**config.mk**
```make
export PLATFORM = sky130hd
export DESIGN_NAME = usr_param
export DESIGN_NICKNAME = d
export VERILOG_FILES = /design/src/rtl/usr_pkg.sv /design/src/rtl/usr_shift_core.sv /design/src/rtl/usr_param.sv
export SDC_FILE = /design/constraint.sdc
export NUM_CORES = 1
export LEC_CHECK = 0
export ABC_CLOCK_PERIOD_IN_PS = 2900
export CAP_MARGIN = 20
export CORE_ASPECT_RATIO = 0.6
export CORE_MARGIN = 2
export CORE_UTILIZATION = 50
export CTS_BUF_LIST = sky130_fd_sc_hd__clkbuf_4 sky130_fd_sc_hd__clkbuf_8
export CTS_CLUSTER_DIAMETER = 200
export CTS_CLUSTER_SIZE = 30
export DETAILED_ROUTE_END_ITERATION = 16
export PLACE_DENSITY = 0.82
export RECOVER_POWER = 100
export SYNTH_ARGS = -nofsm -noshare
export SYNTH_HDL_FRONTEND = slang
export SYNTH_HIERARCHICAL = 1
export SYNTH_SLANG_ARGS = --single-unit
```
**constraint.sdc**
```tcl
create_clock -name clk -period 2.9 [get_ports clk]
set_clock_uncertainty 0.15 [all_clocks]
set_input_delay 0.58 -clock clk [delete_from_list [all_inputs] [get_ports clk]]
set_output_delay 0.58 -clock clk [all_outputs]
set_load 0.02 [all_outputs]
```
**src/rtl/usr_pkg.sv**
```systemverilog
// Shared op-codes, burst FSM states and op classification helpers for the
// parametrised universal shift register (usr_param).
package usr_pkg;

  localparam logic [2:0] OP_HOLD = 3'b000;
  localparam logic [2:0] OP_SHL  = 3'b001;
  localparam logic [2:0] OP_SHR  = 3'b010;
  localparam logic [2:0] OP_LOAD = 3'b011;
  localparam logic [2:0] OP_ROTL = 3'b100;
  localparam logic [2:0] OP_ROTR = 3'b101;
  localparam logic [2:0] OP_ASR  = 3'b110;
  localparam logic [2:0] OP_CLR  = 3'b111;

  typedef enum logic {
    ST_IDLE = 1'b0,
    ST_RUN  = 1'b1
  } state_e;

  // Only genuine shift/rotate ops may run as an autonomous burst.
  function automatic logic is_burst_op(input logic [2:0] op);
    logic ok;
    case (op)
      OP_SHL, OP_SHR, OP_ROTL, OP_ROTR, OP_ASR: ok = 1'b1;
      default:                                  ok = 1'b0;
    endcase
    return ok;
  endfunction

  // Left-moving ops expose the MSB end on SO; all others expose the LSB end.
  function automatic logic so_from_msb(input logic [2:0] op);
    logic msb;
    case (op)
      OP_SHL, OP_ROTL: msb = 1'b1;
      default:         msb = 1'b0;
    endcase
    return msb;
  endfunction

endpackage

```
**src/rtl/usr_shift_core.sv**
```systemverilog
// Combinational next-value function of the shift register; shared by the
// idle (direct op) path and the burst path of usr_param.
module usr_shift_core
  import usr_pkg::*;
#(
  parameter int W    = 8,
  parameter int STEP = 1
) (
  input  logic [W-1:0]    po_i,
  input  logic [2:0]      op_i,
  input  logic [STEP-1:0] si_l_i,
  input  logic [STEP-1:0] si_r_i,
  input  logic [W-1:0]    pi_i,
  output logic [W-1:0]    nxt_o
);

  // Next register value for every op-code.
  always_comb begin
    nxt_o = po_i;
    case (op_i)
      OP_HOLD: nxt_o = po_i;
      OP_SHL:  nxt_o = {po_i[W-1-STEP:0], si_r_i};
      OP_SHR:  nxt_o = {si_l_i, po_i[W-1:STEP]};
      OP_LOAD: nxt_o = pi_i;
      OP_ROTL: nxt_o = {po_i[W-1-STEP:0], po_i[W-1:W-STEP]};
      OP_ROTR: nxt_o = {po_i[STEP-1:0], po_i[W-1:STEP]};
      OP_ASR:  nxt_o = {{STEP{po_i[W-1]}}, po_i[W-1:STEP]};
      OP_CLR:  nxt_o = {W{1'b0}};
      default: nxt_o = po_i;
    endcase
  end

endmodule

```
**src/rtl/usr_param.sv**
```systemverilog
// Parametrised universal shift register with autonomous burst mode.
// Optional registered even-parity output enabled by macro USR_PARITY_EN.
module usr_param
  import usr_pkg::*;
#(
  parameter int W     = 8,
  parameter int STEP  = 1,
  parameter int CNT_W = 4
) (
  input  logic             clk,
  input  logic             rst,
  input  logic [2:0]       op,
  input  logic             start,
  input  logic [CNT_W-1:0] cnt,
  input  logic [W-1:0]     PI,
  input  logic [STEP-1:0]  SI_L,
  input  logic [STEP-1:0]  SI_R,
  output logic [W-1:0]     PO,
  output logic [STEP-1:0]  SO,
  output logic             busy,
  output logic             done
`ifdef USR_PARITY_EN
  ,
  output logic             parity
`endif
);

  state_e           state_q, state_d;
  logic [CNT_W-1:0] cnt_q, cnt_d;
  logic [2:0]       op_q, op_d;
  logic [W-1:0]     po_q, po_d;
  logic             done_q, done_d;
  logic [2:0]       core_op;
  logic [2:0]       eff_op;

  usr_shift_core #(
    .W    (W),
    .STEP (STEP)
  ) u_core (
    .po_i   (po_q),
    .op_i   (core_op),
    .si_l_i (SI_L),
    .si_r_i (SI_R),
    .pi_i   (PI),
    .nxt_o  (po_d)
  );

  // Burst FSM next state, counter and op selection for the shift core.
  always_comb begin
    state_d = state_q;
    cnt_d   = cnt_q;
    op_d    = op_q;
    done_d  = 1'b0;
    core_op = OP_HOLD;
    case (state_q)
      ST_IDLE: begin
        if (start) begin
          // Start wins over a direct op: nothing shifts on the request edge.
          if ((cnt != {CNT_W{1'b0}}) && is_burst_op(op)) begin
            state_d = ST_RUN;
            cnt_d   = cnt;
            op_d    = op;
          end else begin
            done_d = 1'b1;
          end
        end else begin
          core_op = op;
        end
      end
      ST_RUN: begin
        core_op = op_q;
        cnt_d   = cnt_q - CNT_W'(1);
        if (cnt_q == CNT_W'(1)) begin
          state_d = ST_IDLE;
          op_d    = OP_HOLD;
          done_d  = 1'b1;
        end else begin
          state_d = ST_RUN;
        end
      end
      default: begin
        state_d = ST_IDLE;
        op_d    = OP_HOLD;
      end
    endcase
  end

  // State, counter, latched op, data and done registers.
  always_ff @(posedge clk or negedge rst) begin
    if (!rst) begin
      state_q <= ST_IDLE;
      cnt_q   <= {CNT_W{1'b0}};
      op_q    <= OP_HOLD;
      po_q    <= {W{1'b0}};
      done_q  <= 1'b0;
    end else begin
      state_q <= state_d;
      cnt_q   <= cnt_d;
      op_q    <= op_d;
      po_q    <= po_d;
      done_q  <= done_d;
    end
  end

  // Serial-out end follows the op actually in effect this cycle.
  always_comb begin
    eff_op = (state_q == ST_RUN) ? op_q : op;
    if (so_from_msb(eff_op)) begin
      SO = po_q[W-1:W-STEP];
    end else begin
      SO = po_q[STEP-1:0];
    end
  end

  assign PO   = po_q;
  assign busy = (state_q == ST_RUN);
  assign done = done_q;

`ifdef USR_PARITY_EN
  logic parity_q;

  function automatic logic calc_parity(input logic [W-1:0] v);
    return ^v;
  endfunction

  // Even parity of the value PO takes on the same edge.
  always_ff @(posedge clk or negedge rst) begin
    if (!rst) begin
      parity_q <= 1'b0;
    end else begin
      parity_q <= calc_parity(po_d);
    end
  end

  assign parity = parity_q;
`endif

endmodule

```
# Word-level counts from Yosys, hierarchy flattened
# Cells that the tools add are included.
dict set report classes {
  n_addsub 1
  eq_ne 18
  mux 24
  bitwise 3
  n_reduce_logical 8
}
# operator count
set ops {}
lappend ops {{case mux 8 bit (7 select lines)} 1}
lappend ops {{equality test 3 bit (second input constant)} 8}
lappend ops {{2-to-1 mux 3 bit} 5}
lappend ops {{case mux 3 bit (2 select lines)} 2}
lappend ops {{2-to-1 mux 1 bit} 11}
lappend ops {{equality test 3 x 1 -> 1 bit (second input constant)} 3}
lappend ops {{equality test 3 x 2 -> 1 bit (second input constant)} 3}
lappend ops {{2-to-1 mux 4 bit} 2}
lappend ops {{case mux 4 bit (2 select lines)} 1}
lappend ops {{OR reduction 5 bit} 1}
lappend ops {{equality test 4 x 1 -> 1 bit (second input constant)} 1}
lappend ops {{inequality test 2 bit (second input constant)} 2}
lappend ops {{case mux 1 bit (2 select lines)} 2}
lappend ops {{AND reduction 2 bit} 2}
lappend ops {{nonzero test 4 bit} 1}
lappend ops {{subtractor 4 x 1 -> 4 bit (second input constant)} 1}
lappend ops {{zero test 3 bit} 1}
lappend ops {{inverter 1 bit} 3}
lappend ops {{AND reduction 3 bit} 1}
lappend ops {{inequality test 2 x 1 -> 1 bit (second input constant)} 1}
lappend ops {{OR reduction 2 bit} 1}
lappend ops {{logical AND 1 bit} 1}
dict set report totals {
  reg_bits 17
  inputBits 20
}

# Depth between registers and ports, before layout
# Gate-level depths: netlist of run 1.
dict set report logic_depth {
  ltp_word 9
  ltp_mapped 9
}

# Hierarchy
# The synthesis of run 1 kept the hierarchy.
# module instances cells_each area_each_um2 seq_area_each_um2
set by_module_without_submodules {}
lappend by_module_without_submodules {usr_param 1 70 833.3 425.4}
lappend by_module_without_submodules {usr_shift_core 1 69 486.7 0.0}

# Worst setup path after synthesis of run 1
# OpenSTA, ideal clock, no wires.
dict set report synth_timing {
  kind {reg-to-reg}
  startpoint {register state_q (netlist: busy)}
  endpoint {register po_q[1] (netlist: PO[1])}
  setup_time_ns 0.123
  arrival_time_ns 1.891
  required_ns 2.627
  setup_slack_ns 0.736
  path_stages_with_launch 8
  period_less_slack_ns 2.164
  cell_sequence {dfrtp_1 -> buf_4 -> clkbuf_1 -> o31ai_1 -> buf_6 -> inv_2 -> a2bb2oi_1 -> o221a_1}
}
dict set report synth_between {
  elab_chain_cells 4
  elab_cells_between_ends 11
}
# element line_no
set synth_rtl {}
lappend synth_rtl {{start, declared} usr_param.sv:28} ;# state_e state_q, state_d;
lappend synth_rtl {{start signal, assigned} usr_param.sv:97} ;# state_q <= state_d;
lappend synth_rtl {{inverter 1 bit} -}
lappend synth_rtl {{case mux 3 bit (2 select lines) (*)} usr_param.sv:55} ;# case (state_q)
lappend synth_rtl {{net core_op[1]} usr_param.sv:33} ;# logic [2:0] core_op;
lappend synth_rtl {{equality test 3 bit, or another cell as far along} usr_shift_core.sv:20} ;# case (op_i)
lappend synth_rtl {{case mux 8 bit (7 select lines) (*)} usr_shift_core.sv:20}
lappend synth_rtl {{net po_d[1]} usr_param.sv:31} ;# logic [W-1:0] po_q, po_d;
lappend synth_rtl {{end signal, assigned} usr_param.sv:94} ;# po_q <= {W{1'b0}};
lappend synth_rtl {{end signal, assigned} usr_param.sv:100} ;# po_q <= po_d;
lappend synth_rtl {{end, declared} usr_param.sv:31}
# The timed path passes the listed nets; every way through them passes the cells marked *.
# A chain may end at the register's enable or synchronous reset.

# Worst setup path after layout of run 1
dict set report layout_timing {
  startpoint {input op[1]}
  endpoint {output SO}
}
dict set report layout_between {
  elab_chain_cells 5
  elab_cells_between_ends 6
}
# element line_no
set layout_rtl {}
lappend layout_rtl {{start, declared} usr_param.sv:12} ;# input logic [2:0] op,
lappend layout_rtl {{2-to-1 mux 3 bit (*)} usr_param.sv:107} ;# eff_op = (state_q == ST_RUN) ? op_q : op;
lappend layout_rtl {{equality test 3 x 1 -> 1 bit or equality test 3 bit (tied branches)} usr_pkg.sv:32} ;# case (op)
lappend layout_rtl {{OR reduction 2 bit (*)} usr_pkg.sv:32}
lappend layout_rtl {{2-to-1 mux 1 bit (*)} usr_pkg.sv:32}
lappend layout_rtl {{2-to-1 mux 1 bit (*)} usr_param.sv:108} ;# if (so_from_msb(eff_op)) begin
lappend layout_rtl {{end, declared} usr_param.sv:19} ;# output logic [STEP-1:0] SO,
# Every way passes the cells marked *; elsewhere a longest branch is shown, timed or not.

==> results of run 1 <==
## worst register-to-register path, delay by kind of cell, from the launching register on
kind                   cells  cell delay [ps]
AOI/OAI and AO/OA          3              650
buffers and inverters      3              930
DFF                        1              460
## placed cells by master (no fill, tap or decap), types with 2 or more instances in the layout
cell	Yosys	layout
dlygate4sd3_1	0	12
o21ai_0	3	3
nand2_1	11	11
clkbuf_8	0	3
buf_4	2	5
o31ai_2	0	2
o22ai_1	3	3
a22oi_1	4	4
inv_1	6	7
nor2_1	3	3
o221a_1	3	3
a32oi_1	5	5
mux2i_1	4	4
a2bb2oi_1	3	3
o211ai_1	3	3
dfrtp_1	17	17
clkdlybuf4s50_1	0	17
a211oi_1	2	2
ha_1	2	2
a21boi_0	2	2
o21ai_1	8	8
o31ai_1	9	7
xnor2_1	4	4
a31oi_1	4	4
nor3_1	2	3
nor2b_1	5	5
nand2b_1	6	6
## worst max path at each step
stage,from,to
6_report,op[1],SO
5_1_grt,op[0],SO
4_1_cts,op[0],SO
3_5_place_dp,op[0],SO
3_3_place_gp,op[0],SO
2_1_floorplan,busy,PO[1]
## synthesized netlist by cell type (3+ instances only)
cell	instances
a22oi_1	4
nand2_1	11
o221a_1	3
nor2_1	3
mux2i_1	4
buf_6	3
o31ai_1	9
xnor2_1	4
a2bb2oi_1	3
nand2b_1	6
a31oi_1	4
o211ai_1	3
o21ai_0	3
o22ai_1	3
inv_1	6
nor2b_1	5
a32oi_1	5
o21ai_1	8
dfrtp_1	17
## registers in the layout (all words and copies together), names as in the netlist
| register | flops |
|---|---|
| PO | 8 |
| cnt_q | 4 |
| op_q | 3 |
| busy | 1 |
| done | 1 |
## stage by stage
| stage | setup TNS [ps] | hold WS, ps | instance area (um2) |
|---|---|---|---|
| floorplan | 0 | 134 | 1320 |
| global placement | -137 | 395 | 1660 |
| detailed placement | -132 | 400 | 1660 |
| CTS | 0 | 412 | 1710 |
| global route | 0 | 425 | 1680 |
| finish | 0 | 410 | 1680 |
## layout make-up
| cell class | instances | area share, % |
|---|---|---|
| Multi-Input combinational cell | 106 | 45.9 |
| Inverter | 8 | 1.79 |
| Sequential cell | 17 | 25.4 |
| Tap cell | 32 | 2.39 |
| Clock inverter | 1 | 0.298 |
| Timing Repair Buffer | 38 | 21.8 |
| Clock buffer | 3 | 2.46 |
## cell families (layout without fill, tap and decap cells)
| logic type | count (synthesis) | in the layout | synth area share (%) |
|---|---|---|---|
| AOI/OAI and AO/OA | 56 | 56 | 31.8 |
| adders and majority gates | 2 | 2 | 1.90 |
| DFF | 17 | 17 | 32.2 |
| muxes | 5 | 5 | 3.89 |
| and+or+nand+nor | 39 | 39 | 19.0 |
| xor gates and xnor gates | 4 | 4 | 2.65 |
| buffers and inverters | 16 | 50 | 8.53 |
## layer usage
metal | wire length, um | vias to the layer above | part of all wire, %
met2 | 1560 | 66 | 46
met5 | 0 | - | 0
li1 | - | 601 | -
met3 | 282 | 6 | 8.2
met1 | 1530 | 582 | 45
met4 | 55 | 0 | 1.6
## power breakdown
part           switching [W]  internal, W
clock network      0.0000774    0.0000951
logic               0.000659     0.000581
registers           0.000140     0.000362
total               0.000876      0.00104
==> results.md, run 1 <==
- Layout area overhead: 27.1%
- Num Clock Sinks: 17
- CTS Buf Count: 3
- Worst Setup Slack, final: about 66 ps
- CP required: roughly 2200 ps
- Antenna viol nets, final: 0
- Crit Path Class: in -> out
- #FFs+latches synth: 17
- Slew Viols, Final: 0
- DP HPWL: 2620 um
- DRC: 0
- CP Max Fanout: 2
- Final Hold Fails: 0
- First-iteration detailed-routing DRC count: ~130
- Worst slew pin tran: between 900 and 1000 ps
- Register-to-register setup slack: between 500 and 600 ps
- MaxCap Viol Count: 0
- Die area: about 3100 um2
- Global Route Usage Sum: between 20% and 30%
- Core box area: around 2500 um2
- Slew margin rel.: between 30% and 40%
- Hold path depth: 1
- Final Non-Filler Cells: approximately 200
- Post-Syn Instances: approximately 140
- WL/cell: about 17 um
- Synth cell types: 45
- Critical path endpoint category: output port
- Synth top area share: about a third
- Layout cells sized above 1: between 10% and 20%
- Ant diodes: 0
- Mapped Nets: 161
- GPL Wtd Cong: 0.889
- H-tree depth: 1
- R2r worst-path depth: 6
- Final core utilization: about 67%
- Worst hold path class: reg -> reg
- Clock Latency Late Sink: ~250 ps
- CP max stage delay: ~560 ps
- Post-synth EDFFs: 0
- Power per cell area: ~1100 nW/um2
- IO buf count: 30
- Worst flop-to-flop path startpoint: busy
- Largest net degree at the start of global routing: 28
- Crit path max-delay family: buffers and inverters
- RR Endpoint: PO[5]
- Final net count: ~200
- FILL cells: 200
- Synth area leaders: dfrtp_1, o31ai_1, a32oi_1
- Synth warn: 6
- Maximum vdd drop: 597 uV
- CTS-repair resized insts: 1
- Final period utilization: between 90% and 100%
- Drt first pass iters: 4
- Clk pin slew, worst setup/hold paths: 70 ps
- Met1 usage: 33.8%
- Post-placement cell count: roughly 200
- Met2 GRT Util: about 37%
- Setup Buffers After CTS: 0
- Multi-input combinational cell area: between 700 and 800 um2
- Number of cells on the critical path: 4
- DIE HEIGHT: 43.8 um
- Grt total ovfl: 0
- Final setup viols: 0
- HP Start: cnt_q[0]
- Vias: roughly 1300
- Post-place setup slack: -132 ps
- Static leakage: ~0.65 nW
- FP Rows: 14
- Biggest area consumer among synthesized cells: dfrtp_1
- Total Wirelength: between 3000 and 4000 um
- Hold Crit Endpoint: cnt_q[0]
- Synth Flop Type: dfrtp_1
- Syn_area_per_cell: about 9.5 um2
- Power Total: roughly 0.0019 W
- FF+latch area: about 430 um2
- Critical path arrival: ~2100 ps
- Post-synthesis sequential area ratio: 32.2%
- Final worst path period need: roughly 2800 ps
- CP max stage cell: dlygate4sd3_1
- First-pass GRT wire length: 5580 um
- RSZ-0062 raised after global routing: no
- Root Driver: clkbuf_8
- Grt peak-use layer: met2
- CTS tree: built
- Mapped Area: around 1300 um2
- Number of global-route vias before repair: roughly 1100
- Post-synth ARST share: 100%
- Clock buffer depth: 2
- CP bufs+invs: 2
- Met3 Usage GRT: under 10%
- Initial Util: between 50% and 60%
- Status: completed
- Worst path cell trace: dlygate4sd3_1, o32ai_2, mux2_1, dlygate4sd2_1
- Critical path launch point type: input pin
- Antenna violations before repair: 0
- IO Pins: 31
- CTS hold repair buffers: 0
- F_max: between 300 and 400 MHz
- Die width: around 70 um
- Via density: just over 6
No activity file was read; power rests on OpenSTA's default activity.
==> run 2, diff against run 1 <==
Settings changed: CTS_CLUSTER_DIAMETER 200 to 30.
==> results of run 2 <==
Final layout, timing and power as in run 1 (identical DEF).
